[config.mk]
export PLATFORM = sky130hd
export DESIGN_NAME = pc_fetch_ctrl
export DESIGN_NICKNAME = d
export VERILOG_FILES = /design/src/rtl/pc_fetch_pkg.sv /design/src/rtl/pc_next_sel.sv /design/src/rtl/pc_fetch_ctrl.sv
export SDC_FILE = /design/constraint.sdc
export NUM_CORES = 1
export LEC_CHECK = 0
export CORE_MARGIN = 1.5
export CORE_UTILIZATION = 42
export CTS_CLUSTER_DIAMETER = 120
export DETAILED_ROUTE_END_ITERATION = 6
export PLACE_DENSITY = 0.86
export SLEW_MARGIN = 20
export SYNTH_ARGS = -nofsm -noshare
export SYNTH_HDL_FRONTEND = slang
export SYNTH_SLANG_ARGS = --single-unit
[constraint.sdc]
create_clock -name clk -period 5.9 [get_ports clk]
set_clock_uncertainty 0.2 [all_clocks]
set_input_delay 1.475 -clock clk [delete_from_list [all_inputs] [get_ports clk]]
set_output_delay 1.475 -clock clk [all_outputs]
set_load 0.005 [all_outputs]
[src/rtl/pc_fetch_pkg.sv]
// Shared definitions for the PC / instruction-fetch controller.
//   state_e    : controller FSM states
//   pc_sel_e   : next-PC source chosen by the priority mux
//   ALIGN_MASK : low PC bits that must be zero for a word-aligned fetch
package pc_fetch_pkg;

  typedef enum logic [1:0] {
    ST_IDLE   = 2'd0,
    ST_FETCH  = 2'd1,
    ST_EXEC   = 2'd2,
    ST_HALTED = 2'd3
  } state_e;

  typedef enum logic [1:0] {
    SEL_PC4  = 2'd0,
    SEL_BR   = 2'd1,
    SEL_JMP  = 2'd2,
    SEL_HOLD = 2'd3
  } pc_sel_e;

  localparam logic [1:0] ALIGN_MASK = 2'b11;

endpackage

[src/rtl/pc_next_sel.sv]
// Next-PC priority mux: halt > stall > jump > branch_taken > pc_plus4.
// Ports:
//   pc, pc_plus4, branch_target : candidate addresses
//   jump_index                  : J-type index, combined with pc_plus4[31:28]
//   halt, stall, jump, branch_taken : EXEC control inputs
//   sel     : which source won (SEL_HOLD for halt or stall)
//   next_pc : selected address (current pc when holding)
module pc_next_sel
  import pc_fetch_pkg::*;
(
  input  logic [31:0] pc,
  input  logic [31:0] pc_plus4,
  input  logic [31:0] branch_target,
  input  logic [25:0] jump_index,
  input  logic        halt,
  input  logic        stall,
  input  logic        jump,
  input  logic        branch_taken,
  output pc_sel_e     sel,
  output logic [31:0] next_pc
);

  logic [31:0] jump_addr;

  // Jump stays within the 256 MB region of the following instruction.
  assign jump_addr = {pc_plus4[31:28], jump_index, 2'b00};

  always_comb begin
    // NOTE: every output gets a default first so no path leaves it unassigned (no latch).
    sel     = SEL_PC4;
    next_pc = pc_plus4;
    if (halt || stall) begin
      sel     = SEL_HOLD;
      next_pc = pc;
    end else if (jump) begin
      sel     = SEL_JMP;
      next_pc = jump_addr;
    end else if (branch_taken) begin
      sel     = SEL_BR;
      next_pc = branch_target;
    end
  end

endmodule

[src/rtl/pc_fetch_ctrl.sv]
// PC and instruction-fetch controller.
// Sequences IDLE -> FETCH -> EXEC -> FETCH ..., with HALTED as a terminal
// state left only through reset.
// Ports:
//   clk, reset_n                 : clock, asynchronous active-low reset
//   pc_plus4, branch_target      : candidate next PCs from upstream adders
//   branch_taken, jump, jump_index, stall, halt : EXEC controls
//   imem_ack, imem_rdata         : instruction memory response
//   pc, imem_req, imem_addr      : current PC and fetch request
//   instr, instr_valid           : latched instruction, valid in EXEC
//   halted, misaligned           : HALTED indicator, sticky alignment error
//   retire_count                 : retired-instruction counter (wraps)
module pc_fetch_ctrl
  import pc_fetch_pkg::*;
#(
  parameter logic [31:0] RESET_VECTOR = 32'h0000_0000,
  parameter logic        ALIGN_CHECK  = 1'b1
) (
  input  logic        clk,
  input  logic        reset_n,
  input  logic [31:0] pc_plus4,
  input  logic [31:0] branch_target,
  input  logic        branch_taken,
  input  logic        jump,
  input  logic [25:0] jump_index,
  input  logic        stall,
  input  logic        halt,
  input  logic        imem_ack,
  input  logic [31:0] imem_rdata,
  output logic [31:0] pc,
  output logic        imem_req,
  output logic [31:0] imem_addr,
  output logic [31:0] instr,
  output logic        instr_valid,
  output logic        halted,
  output logic        misaligned,
  output logic [31:0] retire_count
);

  state_e      state_q, state_d;
  logic [31:0] pc_q, pc_d;
  logic [31:0] instr_q, instr_d;
  logic        misaligned_q, misaligned_d;
  logic [31:0] retire_q, retire_d;

  pc_sel_e     sel;
  logic [31:0] next_pc;
  logic        bad_align;

  pc_next_sel u_next_sel (
    .pc            (pc_q),
    .pc_plus4      (pc_plus4),
    .branch_target (branch_target),
    .jump_index    (jump_index),
    .halt          (halt),
    .stall         (stall),
    .jump          (jump),
    .branch_taken  (branch_taken),
    .sel           (sel),
    .next_pc       (next_pc)
  );

  assign bad_align = ALIGN_CHECK && ((next_pc[1:0] & ALIGN_MASK) != 2'b00);

  always_comb begin
    state_d      = state_q;
    pc_d         = pc_q;
    instr_d      = instr_q;
    misaligned_d = misaligned_q;
    retire_d     = retire_q;
    case (state_q)
      ST_IDLE:  state_d = ST_FETCH;
      ST_FETCH: begin
        if (imem_ack) begin
          instr_d = imem_rdata;
          state_d = ST_EXEC;
        end
      end
      ST_EXEC: begin
        if (sel == SEL_HOLD) begin
          // Stall simply stays here; halt retires nothing and stops.
          if (halt) state_d = ST_HALTED;
        end else if (bad_align) begin
          misaligned_d = 1'b1;
          state_d      = ST_HALTED;
        end else begin
          pc_d     = next_pc;
          retire_d = retire_q + 32'd1;
          state_d  = ST_FETCH;
        end
      end
      ST_HALTED: state_d = ST_HALTED;
      default:   state_d = ST_IDLE;
    endcase
  end

  always_ff @(posedge clk or negedge reset_n) begin
    if (!reset_n) begin
      state_q      <= ST_IDLE;
      pc_q         <= RESET_VECTOR;
      instr_q      <= 32'd0;
      misaligned_q <= 1'b0;
      retire_q     <= 32'd0;
    end else begin
      // NOTE: non-blocking so every register samples pre-edge values.
      state_q      <= state_d;
      pc_q         <= pc_d;
      instr_q      <= instr_d;
      misaligned_q <= misaligned_d;
      retire_q     <= retire_d;
    end
  end

  // Decoded from the state register so reset drops imem_req at once.
  assign imem_req     = (state_q == ST_FETCH);
  assign instr_valid  = (state_q == ST_EXEC);
  assign halted       = (state_q == ST_HALTED);
  assign pc           = pc_q;
  assign imem_addr    = pc_q;
  assign instr        = instr_q;
  assign misaligned   = misaligned_q;
  assign retire_count = retire_q;

endmodule
# Yosys cells after proc, flatten, opt, wreduce, memory -nomap -nowiden
# Index checks and enable logic that the tools add are counted.
[op_classes]
n_reduce_logical = 8
n_bitwise = 3
n_eq_ne = 6
add_sub_neg = 1
muxes = 11
[op_table]
columns = ["op", "count"]
rows = [
  ["32-bit 2-to-1 mux", 2],
  ["32-bit by 1-bit adder with 32-bit output, second input constant", 1],
  ["2-bit 2-to-1 mux", 7],
  ["2-bit one-hot mux with 4 select lines", 1],
  ["2-bit equality test, second input constant", 3],
  ["3-bit AND reduction", 2],
  ["2-bit AND reduction", 2],
  ["4-bit AND reduction", 1],
  ["3-bit != test, second input constant", 1],
  ["1-bit inverter", 3],
  ["2-bit by 1-bit equality test with 1-bit output, second input constant", 1],
  ["2-bit zero test", 1],
  ["2-bit != test, second input constant", 1],
  ["2-bit nonzero test", 1],
  ["1-bit logical OR", 1],
  ["1-bit 2-to-1 mux", 1],
]
[totals]
regBits = 99
word_cells = 35
out_inout_bits = 132
in_bits = 129

# Logic depth before layout (Yosys ltp)
[logic_depth]
ltp_word = 7
ltp_mapped = 7
ltp_nobuf = 6

# By module
# From an unflattened synthesis, not the netlist that was laid out.
[unflattened]
hier_cells = 514
hier_area_um2 = 5243.8
[modules_own_cells]
columns = ["mod", "cells_each", "instances", "seq_area_each_um2", "area_each_um2"]
rows = [
  ["pc_fetch_ctrl", 374, 1, 2477.4, 4207.8],
  ["pc_next_sel", 140, 1, 0.0, 1036.0],
]

# Least setup slack after synthesis
# OpenSTA, ideal clock, no wires.
[synth_path]
path_type = "input to register"
from = "input jump"
to = "register retire_q[1], in the netlist retire_count[1]"
setup_ps = 125
t_required_ps = 5575
slack_ps = 2883
cell_stages = 4
t_arrival_ps = 2692
path_buffers = 2
path_cell_list = "clkbuf_1 o31ai_4 buf_2 mux2_2"
[synth_via]
elab_chain_len = 5
word_cells_on_any_way = 9
classes_between = "eq/ne (1); mux (4); bitwise (2); reduce/logical (2)"
[synth_rtl]
columns = ["item", "line", "rtl"]
rows = [
  ["start, declared", "pc_fetch_ctrl.sv:24", "input logic jump,"],
  ["2-bit 2-to-1 mux / 32-bit 2-to-1 mux (equally long branches)", "pc_next_sel.sv:35", "end else if (jump) begin"],
  ["2-bit 2-to-1 mux", "pc_next_sel.sv:32", "if (halt || stall) begin"],
  ["2-bit equality test / 2-bit nonzero test (equally long branches)", "pc_fetch_ctrl.sv:80, pc_fetch_ctrl.sv:63", ""],
  ["1-bit inverter (no line)", "-", ""],
  ["3-bit AND reduction (no line) *", "-", ""],
  ["end signal, assigned", "pc_fetch_ctrl.sv:110", "retire_q <= retire_d;"],
  ["end, declared", "pc_fetch_ctrl.sv:44", "logic [31:0] retire_q, retire_d;"],
]
# Mark *: on every way between the ends. The rest lies on a longest branch, timed or not.
# A chain may end at the register's enable or synchronous reset.

# Worst setup path in the final report
[layout_path]
from = "input imem_ack"
to = "register instr_q[11], in the netlist instr[11]"
[layout_via]
elab_chain_len = 1
[layout_rtl]
columns = ["item", "line", "rtl"]
rows = [
  ["start, declared", "pc_fetch_ctrl.sv:28", "input logic imem_ack,"],
  ["2-bit AND reduction (no line)", "-", ""],
  ["end signal, assigned", "pc_fetch_ctrl.sv:108", "instr_q <= instr_d;"],
  ["end, declared", "pc_fetch_ctrl.sv:42", "logic [31:0] instr_q, instr_d;"],
]
# Every way passes these cells.

==> results.sh <==
export IMPL_cts_hold_buf=0
export IMPL_first_pass_iters=5
export IMPL_clk_latency_ns=0.33
export IMPL_max_slew_margin_rel_pct=36.47
export IMPL_p_total_w=0.001773
export IMPL_syn_area_um2=4747
export IMPL_critPathRequiredTime_ns=5.96
export IMPL_dieArea_um2=11950
export IMPL_fmax_mhz=279.7
export IMPL_io_buffers=260
export IMPL_cts_buffers=9
export IMPL_finalWirelength_mm=14.23
export IMPL_start_util_pct=43.41
export IMPL_cts_path_max_buffers=2
export IMPL_gr_usage_all_layers_pct=23.71
export IMPL_grt_max_degree=63
export IMPL_detail_route_wl_per_cell_um=16.42
export IMPL_grt_pass1_wl_mm=21.31
export IMPL_fillers=816
export IMPL_ir_drop_mv=0.1905
export IMPL_ys_flop_type="dfrtp_1"
export IMPL_rrSetupSlack_ns=3.43
export IMPL_multi_input_area_um2=1912
export IMPL_dp_hpwl_mm=10.93
export IMPL_synth_fp_nets=630
export IMPL_hp_start="misaligned$_DFFE_PN0P_"
export IMPL_viasPerCell=4.934
export IMPL_synth_cell_types=36
export IMPL_crit_path_start_kind="input pin"
export IMPL_hold_viol=0
export IMPL_die_w_um=109.3
export IMPL_leakagePower_nw=3.444
export IMPL_tightest_slew_ns=0.9519
export IMPL_seq_area_um2=2477
export IMPL_holdPathStages=1
export IMPL_arrival_ns=3.64
export IMPL_min_path_type="reg -> reg"
export IMPL_drive_gt1_share_pct=4.288
export IMPL_maxSlewViolCount=0
export IMPL_holdPathEnd="misaligned$_DFFE_PN0P_"
export IMPL_antenna_found_initial=4
export IMPL_syn_instance_count=500
export IMPL_path_clk_slew_ns=0.06
export IMPL_power_density_nw_per_um2=235.0
export IMPL_area_growth_pct=58.94
export IMPL_syn_avg_cell_area_um2=9.494
export IMPL_period_minus_slack_ns=3.575
export IMPL_ys_seq_elements=99
export IMPL_cts_sinks=99
export IMPL_synth_edff_count=0
export IMPL_nets=849
export IMPL_r2r_end="instr[11]$_DFFE_PN0P_"
export IMPL_finalSetupViolations=0
export IMPL_h_tree_depth=3
export IMPL_post_cts_resized=0
export IMPL_core_um2=10940
export IMPL_overflow=0
export IMPL_async_flop_share_pct=100.0
export IMPL_synth_warnings=0
export IMPL_reg2regPathDepth=5
export IMPL_rows=38
export IMPL_cap_violations=0
export IMPL_r2r_start="state_q[0]$_DFFE_PN0P_"
export IMPL_vias=4278
export IMPL_cts_tree="done"
export IMPL_critPathKind="in -> reg"
export IMPL_end_kind="register"
export IMPL_gp_congestion=0.8560
export IMPL_cp_max_fo=33
export IMPL_grt_pass1_vias=4271
export IMPL_drtIter0Drc=219
export IMPL_pin_count=261
export IMPL_yosysSeqAreaShare_pct=52.19
export IMPL_die_h_um=109.3
export IMPL_setup_tns_ns=0
export IMPL_root_buffer="clkbuf_16"
export IMPL_rsz0062_at_grt="false"
export IMPL_antenna_left=0
export IMPL_status="completed"
export IMPL_period_share_pct=60.59
export IMPL_post_cts_buffers=0
export IMPL_drc_errors=0
## cell usage after synthesis, types with 5 or more instances
library cell  count  area share (%)
nor2_1           34             2.7
buf_1             5            0.40
nand2_1         138              11
dfrtp_1          99              52
and3_1            8             1.1
xor2_1           12             2.2
xnor2_1          19             3.5
clkbuf_1         11            0.87
o21ai_0          29             3.1
nand4_1           7            0.92
buf_2             7            0.74
buf_4            33             5.2
nand3_1           9            0.95
mux2i_1          30             6.3
a21oi_1          26             2.7
## power by group
| part | internal [W] | total (W) | switching, W |
|---|---|---|---|
| registers | 0.000737 | 0.000777 | 0.0000402 |
| logic | 0.000227 | 0.000346 | 0.000119 |
| clock network | 0.000406 | 0.000650 | 0.000244 |
## state kept, by name, indices dropped and copies added, names as in the netlist
register	flops
retire_count	32
state_q	2
imem_addr	32
instr	32
misaligned	1
## metrics by stage
stage               cell area [um2]  setup WS (ns)  utilization (%)  hold WS (ns)  cells
finish                         7545          2.325            68.99        0.2735    867
global route                   7545          2.195            68.99        0.3100    867
global placement               7199          2.138            65.84        0.2399    848
detailed placement             7199          2.037            65.84        0.2646    848
CTS                            7535          2.345            68.90        0.2797    863
floorplan                      4747          2.883                -        0.2510    500
## layout by cell type (no fill, tap or decap), types with 3 or more instances in the layout
master | netlist | final
nand2_1 | 138 | 138
nand4_1 | 7 | 7
buf_4 | 33 | 5
and2_1 | 4 | 4
o21ai_0 | 29 | 29
mux2i_1 | 30 | 30
clkdlybuf4s50_1 | 0 | 257
clkbuf_8 | 0 | 3
nor3_1 | 3 | 3
a21oi_1 | 26 | 26
diode_2 | 0 | 4
nor2_1 | 34 | 34
xnor2_1 | 19 | 19
and3_1 | 8 | 8
inv_1 | 4 | 4
xor2_1 | 12 | 12
dfrtp_1 | 99 | 99
nand3_1 | 9 | 9
clkbuf_16 | 0 | 9
## routing by layer
metal | wire length, um | GRT usage, % | vias to the layer above | share of wire, %
li1 | - | - | 2050 | -
met1 | 5484 | 27.21 | 2009 | 39
met2 | 7199 | 41.34 | 195 | 51
met3 | 1150 | 5.631 | 24 | 8.1
met4 | 399 | 11.87 | 0 | 2.8
met5 | 0 | 0 | - | 0
## worst max-delay path, cell delays in order
cell and delay (ns):
clkdlybuf4s50_1 0.46, nand2_1 0.07, or2_2 0.52, inv_1 0.79
nand2_1 0.19, nand2_1 0.12
## cell families after synthesis
| logic type | share of synthesized area (%) |
|---|---|
| and+or+nand+nor | 20.90 |
| DFF | 52.19 |
| AOI/OAI and AO/OA | 6.827 |
| buffers and inverters | 7.538 |
| xor gates and xnor gates | 5.720 |
| muxes | 6.563 |
| adders and majority gates | 0.2635 |
## worst max path at each step
| stage | startpoint | to | slack (ns) | depth (start not counted) |
|---|---|---|---|---|
| final | imem_ack | instr[11]$_DFFE_PN0P_ | 2.33 | 6 |
| after global routing | imem_ack | instr[11]$_DFFE_PN0P_ | 2.19 | 6 |
| after CTS | imem_ack | instr[11]$_DFFE_PN0P_ | 2.35 | 6 |
| after detailed placement | branch_target[0] | retire_count[13]$_DFFE_PN0P_ | 2.04 | 6 |
| after global placement | imem_ack | instr[2]$_DFFE_PN0P_ | 2.14 | 6 |
| after floorplan | jump | retire_count[1]$_DFFE_PN0P_ | 2.88 | 4 |
## area by class of cell
cell class | instances | area share, %
sequential | 99 | 32.84
clock inverter | 3 | 0.9121
multi-input combinational | 341 | 25.34
timing repair buffer | 264 | 34.73
tap | 140 | 2.322
clock buffer | 12 | 3.532
antenna | 4 | 0.1327
inverter | 4 | 0.1990
(Power assumes the default switching activity.)
